===== config.mk =====
export PLATFORM = sky130hd
export DESIGN_NAME = truth_table_sweeper
export DESIGN_NICKNAME = d
export VERILOG_FILES = /design/src/rtl/truth_table_sweeper.sv
export SDC_FILE = /design/constraint.sdc
export NUM_CORES = 1
export LEC_CHECK = 0
export CAP_MARGIN = 20
export CORE_MARGIN = 2
export CORE_UTILIZATION = 35
export CTS_CLUSTER_DIAMETER = 40
export CTS_CLUSTER_SIZE = 20
export DETAILED_ROUTE_END_ITERATION = 7
export GPL_TIMING_DRIVEN = 0
export PLACE_DENSITY = 0.67
export SKIP_LAST_GASP = 1
export SYNTH_ARGS = -nofsm -noshare
export SYNTH_HDL_FRONTEND = slang
export SYNTH_SLANG_ARGS = --single-unit

===== constraint.sdc =====
create_clock -name clk -period 2.3 [get_ports clk]
set_clock_uncertainty 0.2 [all_clocks]
set_input_delay 0.46 -clock clk [delete_from_list [all_inputs] [get_ports clk]]
set_output_delay 0.46 -clock clk [all_outputs]
set_load 0.1 [all_outputs]

===== src/rtl/truth_table_sweeper.sv =====
// Clocked stimulus/capture stage for a combinational gate-under-test: drives every minterm,
// samples the gate, assembles the truth table and compares it. Optional macro: STOP_ON_MISMATCH_EN.
module truth_table_sweeper #(
  parameter int unsigned N_IN   = 2,
  parameter int unsigned SETTLE = 1,
  localparam int unsigned T     = 1 << N_IN
) (
  input  logic            clk,
  input  logic            reset_n,
  input  logic            start,
  input  logic [T-1:0]    expected,
  output logic [N_IN-1:0] dut_in,
  input  logic            dut_out,
  output logic            busy,
  output logic            done,
  output logic [T-1:0]    table_out,
  output logic            match,
  output logic [N_IN-1:0] fail_index
);

  localparam int unsigned    W_W    = (SETTLE > 1) ? $clog2(SETTLE) : 1;
  localparam logic [W_W-1:0] W_LAST = W_W'(SETTLE - 1);
  localparam logic [N_IN-1:0] M_LAST = N_IN'(T - 1);

  if (SETTLE == 0 || N_IN == 0 || N_IN > 4) begin : g_bad_param
    $error("truth_table_sweeper: SETTLE must be >= 1 and N_IN in 1..4");
  end

  typedef enum logic [1:0] {S_IDLE, S_WAIT, S_SAMPLE, S_DONE} state_e;

  state_e          state_q, state_d;
  logic [N_IN-1:0] m_q, m_d;
  logic [W_W-1:0]  w_q, w_d;
  logic [T-1:0]    tbl_q, tbl_d;
  logic            busy_q, busy_d;
  logic            done_q, done_d;
  logic            match_q, match_d;
  logic [N_IN-1:0] fidx_q, fidx_d;

  logic [T-1:0]    tbl_cap;
  logic [T-1:0]    diff;
  logic [N_IN-1:0] first_diff;
  logic            last_sample;

  always_ff @(posedge clk or negedge reset_n) begin
    if (!reset_n) begin
      state_q <= S_IDLE;
      m_q     <= '0;
      w_q     <= '0;
      tbl_q   <= '0;
      busy_q  <= 1'b0;
      done_q  <= 1'b0;
      match_q <= 1'b0;
      fidx_q  <= '0;
    end else begin
      state_q <= state_d;
      m_q     <= m_d;
      w_q     <= w_d;
      tbl_q   <= tbl_d;
      busy_q  <= busy_d;
      done_q  <= done_d;
      match_q <= match_d;
      fidx_q  <= fidx_d;
    end
  end

  // Table as it will look after the current sample, and its lowest disagreeing minterm.
  always_comb begin
    tbl_cap       = tbl_q;
    tbl_cap[m_q]  = dut_out;
    diff          = tbl_cap ^ expected;
    first_diff    = '0;
    for (int i = int'(T) - 1; i >= 0; i--) begin
      if (diff[N_IN'(i)]) first_diff = N_IN'(i);
    end
  end

  always_comb begin
    state_d     = state_q;
    m_d         = m_q;
    w_d         = w_q;
    tbl_d       = tbl_q;
    busy_d      = busy_q;
    done_d      = done_q;
    match_d     = match_q;
    fidx_d      = fidx_q;
    last_sample = (m_q == M_LAST);
`ifdef STOP_ON_MISMATCH_EN
    if (dut_out != expected[m_q]) last_sample = 1'b1;
`endif

    case (state_q)
      S_IDLE, S_DONE: begin
        if (start) begin
          state_d = S_WAIT;
          m_d     = '0;
          w_d     = '0;
          tbl_d   = '0;
          busy_d  = 1'b1;
          done_d  = 1'b0;
          match_d = 1'b0;
          fidx_d  = '0;
        end
      end
      S_WAIT: begin
        if (w_q == W_LAST) state_d = S_SAMPLE;
        else               w_d     = w_q + W_W'(1);
      end
      S_SAMPLE: begin
        tbl_d = tbl_cap;
        if (last_sample) begin
          state_d = S_DONE;
          busy_d  = 1'b0;
          done_d  = 1'b1;
          match_d = (diff == '0);
          fidx_d  = first_diff;
`ifdef STOP_ON_MISMATCH_EN
          if (dut_out != expected[m_q]) begin
            match_d = 1'b0;
            fidx_d  = m_q;
          end
`endif
        end else begin
          state_d = S_WAIT;
          m_d     = m_q + N_IN'(1);
          w_d     = '0;
        end
      end
      default: state_d = S_IDLE;
    endcase
  end

  // The minterm counter doubles as the registered gate stimulus.
  assign dut_in     = m_q;
  assign busy       = busy_q;
  assign done       = done_q;
  assign table_out  = tbl_q;
  assign match      = match_q;
  assign fail_index = fidx_q;

endmodule


# Word-level counts from Yosys, hierarchy flattened
# Index checks and enable logic that the tools add are counted.
[word_totals] reg_bits=14 out_inout_bits=11 input_bits=8 word_cells=58
[classes] magnitude_cmp=2 n_mux=27 add_sub_neg=2 bitwise=1 n_eq_ne=8 n_reduce_logical=10
[ops] operator="$mux 2" count=8
[ops] operator="$mux 1" count=8
[ops] operator="$ne 2x2->1 const B" count=4
[ops] operator="$pmux 2 s2" count=2
[ops] operator="$pmux 4 s2" count=1
[ops] operator="$eq 2x2->1 const B" count=3
[ops] operator="$pmux 1 s2" count=3
[ops] operator="$pmux 2 s3" count=1
[ops] operator="$reduce_and 2->1" count=3
[ops] operator="$reduce_and 3->1" count=2
[ops] operator="$bwmux 4" count=1
[ops] operator="$logic_not 4->1" count=1
[ops] operator="$mux 4" count=1
[ops] operator="$xor 4x4->4" count=1
[ops] operator="$lt 2x3->1 const B" count=1
[ops] operator="$pmux 1 s3" count=1
[ops] operator="$add 2x1->2 const B" count=1
[ops] operator="$demux 1 s2" count=1
[ops] operator="$eq 2x1->1 const B" count=1
[ops] operator="$ge 2x1->1 const B" count=1
[ops] operator="$logic_not 2->1" count=1
[ops] operator="$reduce_bool 2->1" count=1
[ops] operator="$reduce_or 2->1" count=1
[ops] operator="$add 1x1->1 const B" count=1
[ops] operator="$logic_and 1x1->1" count=1

# Logic depth before layout (Yosys ltp)
# Gate-level depths: netlist (run 1).
[depth] ltp_word=10 mapped_depth=7 ltp_nobuf=6

# Worst setup path before layout (run 1)
# OpenSTA, ideal clock, no wires.
[synth_path] path_type="register -> register" start="register m_q[0] (netlist: dut_in[0])" end="register m_q[0] (netlist: dut_in[0])" required_ns=1.974 arrival_ns=1.955 setup_time_ns=0.126 path_slack_ns=0.019 period_less_slack_ns=2.281 path_stages_with_launch=7 n_path_buf=1 path_cell_list="dfrtp_1 > ha_1 > buf_6 > nor2_1 > mux2i_1 > nor2_1 > a221o_1"
[synth_between] elab_chain_len=3 elab_cells_between_ends=6 classes_between="add/sub (1); eq/ne (2); mux (2); reduce/logical (1)"
[synth_rtl] item="start, declared" line="32" rtl="logic [N_IN-1:0] m_q, m_d;"
[synth_rtl] item="start signal, assigned" line="57" rtl="m_q <= m_d;"
[synth_rtl] item="$add 2x1->2 / $eq 2x2->1 (equally long branches)" line="125, 87"
[synth_rtl] item="$mux 2 / $ne 2x2->1 (equally long branches)"
[synth_rtl] item="$pmux 2 s2 / $reduce_and 3->1 (equally long branches)"
# Several ways; a longest one is shown, not always the timed one. The select of a mux whose other input is x is not followed.
# A chain may end at the register's enable or synchronous reset.

# Worst setup path after layout (run 1)
[layout_path] start="register m_q[1] (netlist: dut_in[1])" end="output dut_in[1]"
[layout_lines] item="end, declared" line="12" rtl="output logic [N_IN-1:0] dut_in,"
# No word-level cell between the ends.

==> qor.csv, run 1 <==
metric,value,unit
"FFs w/ async S/R, synth",1.00,
Area Overhead vs Synth,25.3,%
Gate Count Post-Synth,97,
Die X,54.7,microns
Yosys warning count,0,
clock latency on the worst-skew pair,280,ps
sequential share of power,0.231,
sw frac,0.549,
final hold vios,0,
Least-Margin Pin Slew,961,ps
# nets final,134,
CTS tree,built,
crit end category,output pin,
Net Switching,0.760,mW
core area,2450,sq um
static leakage,0.547,nW
CP max FO,5,
Worst slew margin,0.362,
Die Ht,54.7,microns
area fraction of the dominant cell type after synthesis,0.334,
FMAX,446,MHz
most frequent cells after synthesis,"dfrtp_1 (12), o21ai_0 (10), ha_1 (7), inv_1 (7), nand2_1 (5)",
Post-CTS Hold Fix Bufs,0,
CP Buf/Inv Count,1,
diode count,0,
Syn Nets,112,
DPL Wire Length,1450,microns
clock-pin slew on the worst setup and hold paths,80,ps
CP top delay family,buffers and inverters,
# IOs,19,
vias in the first global route,734,
die area,2990,sq um
worst setup path category,reg2out,
PortBufs,17,
leading area contributor after synthesis,dfrtp_1,
Final ANT Viol Nets,0,
final setup vio count,0,
combinational share of power,0.643,
fillers,245,
"slowest stage delay, CP",870,ps
VDD IR-drop max,0.000662,V
clk buf depth,2,
post_cts resized,10,
"Core Util, Final",0.459,
total setup buffers inserted after CTS,0,
total power density per cell area,1230,nW/um^2
Max Cap Violations,0,
total track usage,0.155,
largest net degree at the start of global routing,13,
WL/cell,13.8,microns
"Top FF cell, synth",dfrtp_1,
CP startpoint kind,flip-flop,
FP Rows,18,
global route overflow,0,
post-DR vias/cell,5.33,
total iterations of the first detailed-routing run,4,
"count leader, synth",dfrtp_1,
Tcrit/Tclk final,0.975,
Cell variety after synth,36,
# H-tree levels,1,
WL final,2040,microns
synthesized area,900,sq um
syn avg cell area,9.27,sq um
largest cells by area after synthesis,"dfrtp_1 (33%), ha_1 (9.7%), o21ai_0 (5.6%), mux2i_1 (4.5%), xor2_1 (3.9%)",
root buf cell,clkbuf_4,
antenna violations before repair,0,
"Seq/Total Area, Yosys",0.334,
RSZ-0062 raised after global routing,false,
initial core utilization,0.366,
Int Pwr,0.625,mW
layout cell share with drive strength beyond 1,0.136,
"Slew Viols, Final",0,
vias,789,
Final min period,2240,ps
highest-delay cell along the critical path,dlygate4sd2_1,
CP cell instances,dlygate4sd2_1,
arrival time worst endpoint,1580,ps
worst hold-check path type,reg2reg,
RePlAce Congestion,0.764,
Post-route DRC,0,
DR iter-0 viols,13,
clock share of power,0.126,
"FF+latch count, synth",12,
Post-synth EDFFs,0,
Num Clock Sinks,12,
status,"complete, no violations",
Min Hold Slack,303,ps
cts bufs inserted,3,
CP Data Required Time,1640,ps
first-pass GRT wire length,3270,microns
## cells in the final DEF (no fill, tap or decap), types with 2 or more instances in the layout
cell type and n:
ha_1 7, mux2i_1 4, dlygate4sd2_1 9, o21ai_0 10, a22oi_1 3, nand3_1 4
a21oi_1 4, o21a_1 2, xor2_1 4, inv_1 7, nand2_1 5, buf_6 3
nor2_1 3, clkdlybuf4s50_1 7, dfrtp_1 12, a31oi_1 2, buf_4 3, clkbuf_4 3
nor2b_1 4
## power groups by stage
stage                     Clock [mW]  Combinational (mW)  Sequential [mW]
after floorplan                    0               0.447            0.589
after global placement             0               0.906            0.323
after detailed placement           0               0.915            0.328
after CTS                      0.182               0.892            0.321
after global routing           0.189               0.960            0.333
final                          0.174               0.891            0.320
## state kept, by name, indices dropped and copies added (netlist names)
name        cells
state_q         2
fail_index      1
dut_in          2
table_out       4
match           1
busy            1
done            1
## metal layers
metal / share of wire / vias to the layer above / wire length (microns) / global-route usage
li1: - / 384 / - / -
met1: 0.47 / 381 / 962 / 0.193
met2: 0.47 / 19 / 951 / 0.248
met3: 0.042 / 5 / 85 / 0.0328
met4: 0.019 / 0 / 38 / 0.0792
met5: 0 / - / 0 / 0
## final cells by class
| class | instances | area, sq um | area share |
|---|---|---|---|
| buffer | 7 | 60.1 | 0.0533 |
| clock buffer | 4 | 36.3 | 0.0322 |
| inverter | 8 | 30.0 | 0.0266 |
| multi-input combinational | 70 | 509 | 0.452 |
| sequential | 12 | 300 | 0.266 |
| tap | 30 | 37.5 | 0.0333 |
| timing repair buffer | 17 | 154 | 0.137 |
## worst paths after layout
path,from,endpoint,slack (ps),cells past startpoint
setup / recovery,dut_in[1]$_DFFE_PN0P_,dut_in[1],60,1
hold / removal,fail_index[0]$_DFFE_PN0P_,fail_index[0]$_DFFE_PN0P_,300,2
setup reg to reg,state_q[0]$_DFFE_PN0P_,dut_in[0]$_DFFE_PN0P_,480,5
hold reg to reg,fail_index[0]$_DFFE_PN0P_,fail_index[0]$_DFFE_PN0P_,300,2
max in group asynchronous,reset_n,table_out[0]$_DFFE_PN0P_,1150,1
min in group asynchronous,reset_n,done$_DFFE_PN0P_,350,1
## cells by family (layout without fill, tap and decap cells)
family	Yosys count	after routing	synth area share
fa+ha+maj	7	7	0.0974
xor+xnor	4	4	0.0389
buf+inv	15	36	0.100
simple gates	22	22	0.143
flops	12	12	0.334
mux	4	4	0.0445
compound gates	32	32	0.238
other cells	1	1	0.00417
## per-stage QoR
step | TNS [ps] | instance area (sq um) | power (mW) | worst slack [ps] | instances
floorplan | 0 | 900 | 1.04 | 19.1 | 97
global placement | 0 | 1110 | 1.23 | 12.6 | 144
detailed placement | -6.65 | 1110 | 1.24 | -6.65 | 144
CTS | -32.5 | 1130 | 1.40 | -32.5 | 148
global route | 0 | 1130 | 1.48 | 20.2 | 148
finish | 0 | 1130 | 1.39 | 58.5 | 148
(Power assumes the default switching activity.)
==> run 2, diff against run 1 <==
--- a/config.mk
+++ b/config.mk
@@ -17,3 +17,4 @@
 export SYNTH_ARGS = -nofsm -noshare
 export SYNTH_HDL_FRONTEND = slang
 export SYNTH_SLANG_ARGS = --single-unit
+export TNS_END_PERCENT = 20
==> run 2 against run 1 <==
Net effect:
- the run now ends with setup timing left
- core utilization rose by 0.66 points
- highest routed layer unchanged
- fmax fell by 9.7%
- total power rose by 1.7%
- worst setup slack got worse by 240 ps
- sequential cell count did not move
==> qor.csv, run 2 (same netlist as run 1, synthesis figures left out) <==
metric,value,unit,change
FMAX,403,MHz,-9.7%
vias in the first global route,734,,unchanged
total power,1.41,mW,+1.7%
die area,2990,sq um,unchanged
WP depth,1,,unchanged
Area Overhead vs Synth,27.1,%,
RePlAce Congestion,0.764,,unchanged
final hold vios,0,,unchanged
Post-CTS Hold Fix Bufs,0,,unchanged
wire length on met1,961,microns,-0.10%
CP Buf/Inv Count,1,,unchanged
Die Ht,54.7,microns,unchanged
Detail Route met2 WL,947,microns,-0.42%
Worst slew margin,0.351,,-0.0114
metal3 WL,80,microns,-5.9%
global route overflow,0,,unchanged
# nets final,134,,unchanged
final setup vio count,8,,+8
first-pass GRT wire length,3270,microns,unchanged
Least-Margin Pin Slew,971,ps,+10.2 ps
Post-route DRC,0,,unchanged
Die X,54.7,microns,unchanged
post-DR vias/cell,5.26,,-1.4%
VDD IR-drop max,0.000665,V,+0.54%
CTS tree,built,,
PortBufs,17,,unchanged
# IOs,19,,unchanged
Max Cap Violations,0,,unchanged
Min Hold Slack,308,ps,+4.94 ps
Final Worst Setup Slack,-184,ps,-242 ps
root buf cell,clkbuf_4,,
crit end category,output pin,,
WL/cell,13.7,microns,-0.39%
clock latency on the worst-skew pair,280,ps,about the same
layout cell share with drive strength beyond 1,0.127,,-0.00847
# H-tree levels,1,,unchanged
clk buf depth,2,,unchanged
static leakage,0.536,nW,-2.1%
CP Data Required Time,1640,ps,about the same
total iterations of the first detailed-routing run,4,,unchanged
status,finished with violations,,
Tcrit/Tclk final,1.08,,+0.105
initial core utilization,0.366,,unchanged
FP Rows,18,,unchanged
cts bufs inserted,3,,unchanged
arrival time worst endpoint,1820,ps,+240 ps
reg-to-reg setup timing slack,480,ps,about the same
Hold Crit Start,fail_index[0]$_DFFE_PN0P_,,
R2R depth,5,,unchanged
vias,778,,-1.4%
WL final,2030,microns,-0.39%
highest-delay cell along the critical path,clkdlybuf4s50_1,,
DR iter-0 viols,13,,unchanged
hold endpoint,fail_index[0]$_DFFE_PN0P_,,
CP max FO,4,,-1
clock-pin slew on the worst setup and hold paths,80,ps,about the same
worst hold path depth,2,,unchanged
CP startpoint kind,flip-flop,,
total setup buffers inserted after CTS,0,,unchanged
DPL Wire Length,1450,microns,unchanged
fillers,241,,-1.6%
post_cts resized,2,,-8
CP startpoint,table_out[1]$_DFFE_PN0P_,,
Critical R2R Capture,dut_in[0]$_DFFE_PN0P_,,
largest net degree at the start of global routing,13,,unchanged
most frequent cells in the layout,"clkdlybuf4s50_1 (14), dfrtp_1 (12), o21ai_0 (10)",,
diode count,0,,unchanged
Setup TNS,-1110,ps,-1110 ps
"slowest stage delay, CP",1150,ps,+280 ps
CP cell instances,clkdlybuf4s50_1,,
CP top delay family,buffers and inverters,,
total power density per cell area,1230,nW/um^2,+0.21%
worst hold-check path type,reg2reg,,
violated checks,setup timing,,
FF-to-FF Start,state_q[0]$_DFFE_PN0P_,,
Placed Area,1110,sq um,unchanged
Final Cell Area,1140,sq um,+1.4%
Num Clock Sinks,12,,unchanged
Final ANT Viol Nets,0,,unchanged
antenna violations before repair,0,,unchanged
"commonest non-fill, non-tap cell in the layout",clkdlybuf4s50_1,,
total track usage,0.155,,unchanged
"Slew Viols, Final",0,,unchanged
DR top layer,met4,,
worst setup path category,reg2out,,
core area,2450,sq um,unchanged
RSZ-0062 raised after global routing,true,,
max reg flops,4,,unchanged
Final min period,2480,ps,+242 ps
## run 2: area by class of cell
type,count,area (sq um),area share
multi-input combinational,70,509,0.445
tap,30,37.5,0.0328
timing repair buffer,17,170,0.149
sequential,12,300,0.263
inverter,8,30.0,0.0263
clock buffer,4,36.3,0.0317
buffer,7,60.1,0.0525
## run 2: power by group
group          leakage (nW)  switching, mW  internal [mW]
logic                 0.358          0.629          0.283
clock network        0.0210         0.0793         0.0965
registers             0.156         0.0539          0.267
total                 0.536          0.762          0.647
## run 2: stage by stage
stage          setup slack, ps  utilization  instances
2_1_floorplan             19.1            -         97
3_3_place_gp              12.6        0.451        144
3_5_place_dp             -6.65        0.451        144
4_1_cts                   -192        0.465        148
5_1_grt                   -231        0.466        148
6_report                  -184        0.466        148
## run 2: per-layer routing
| layer | global-route usage | up-vias |
|---|---|---|
| li1 | - | 384 |
| met1 | 0.193 | 372 |
| met5 | 0 | - |
| met4 | 0.0792 | 0 |
| met3 | 0.0328 | 5 |
| met2 | 0.248 | 17 |
## run 2: worst max-delay path by stage
stage	endpoint	slack, ps
after floorplan	dut_in[0]$_DFFE_PN0P_	20
after global placement	dut_in[0]	10
after detailed placement	dut_in[0]	-7
after CTS	table_out[1]	-190
after global routing	table_out[1]	-230
final	table_out[1]	-180
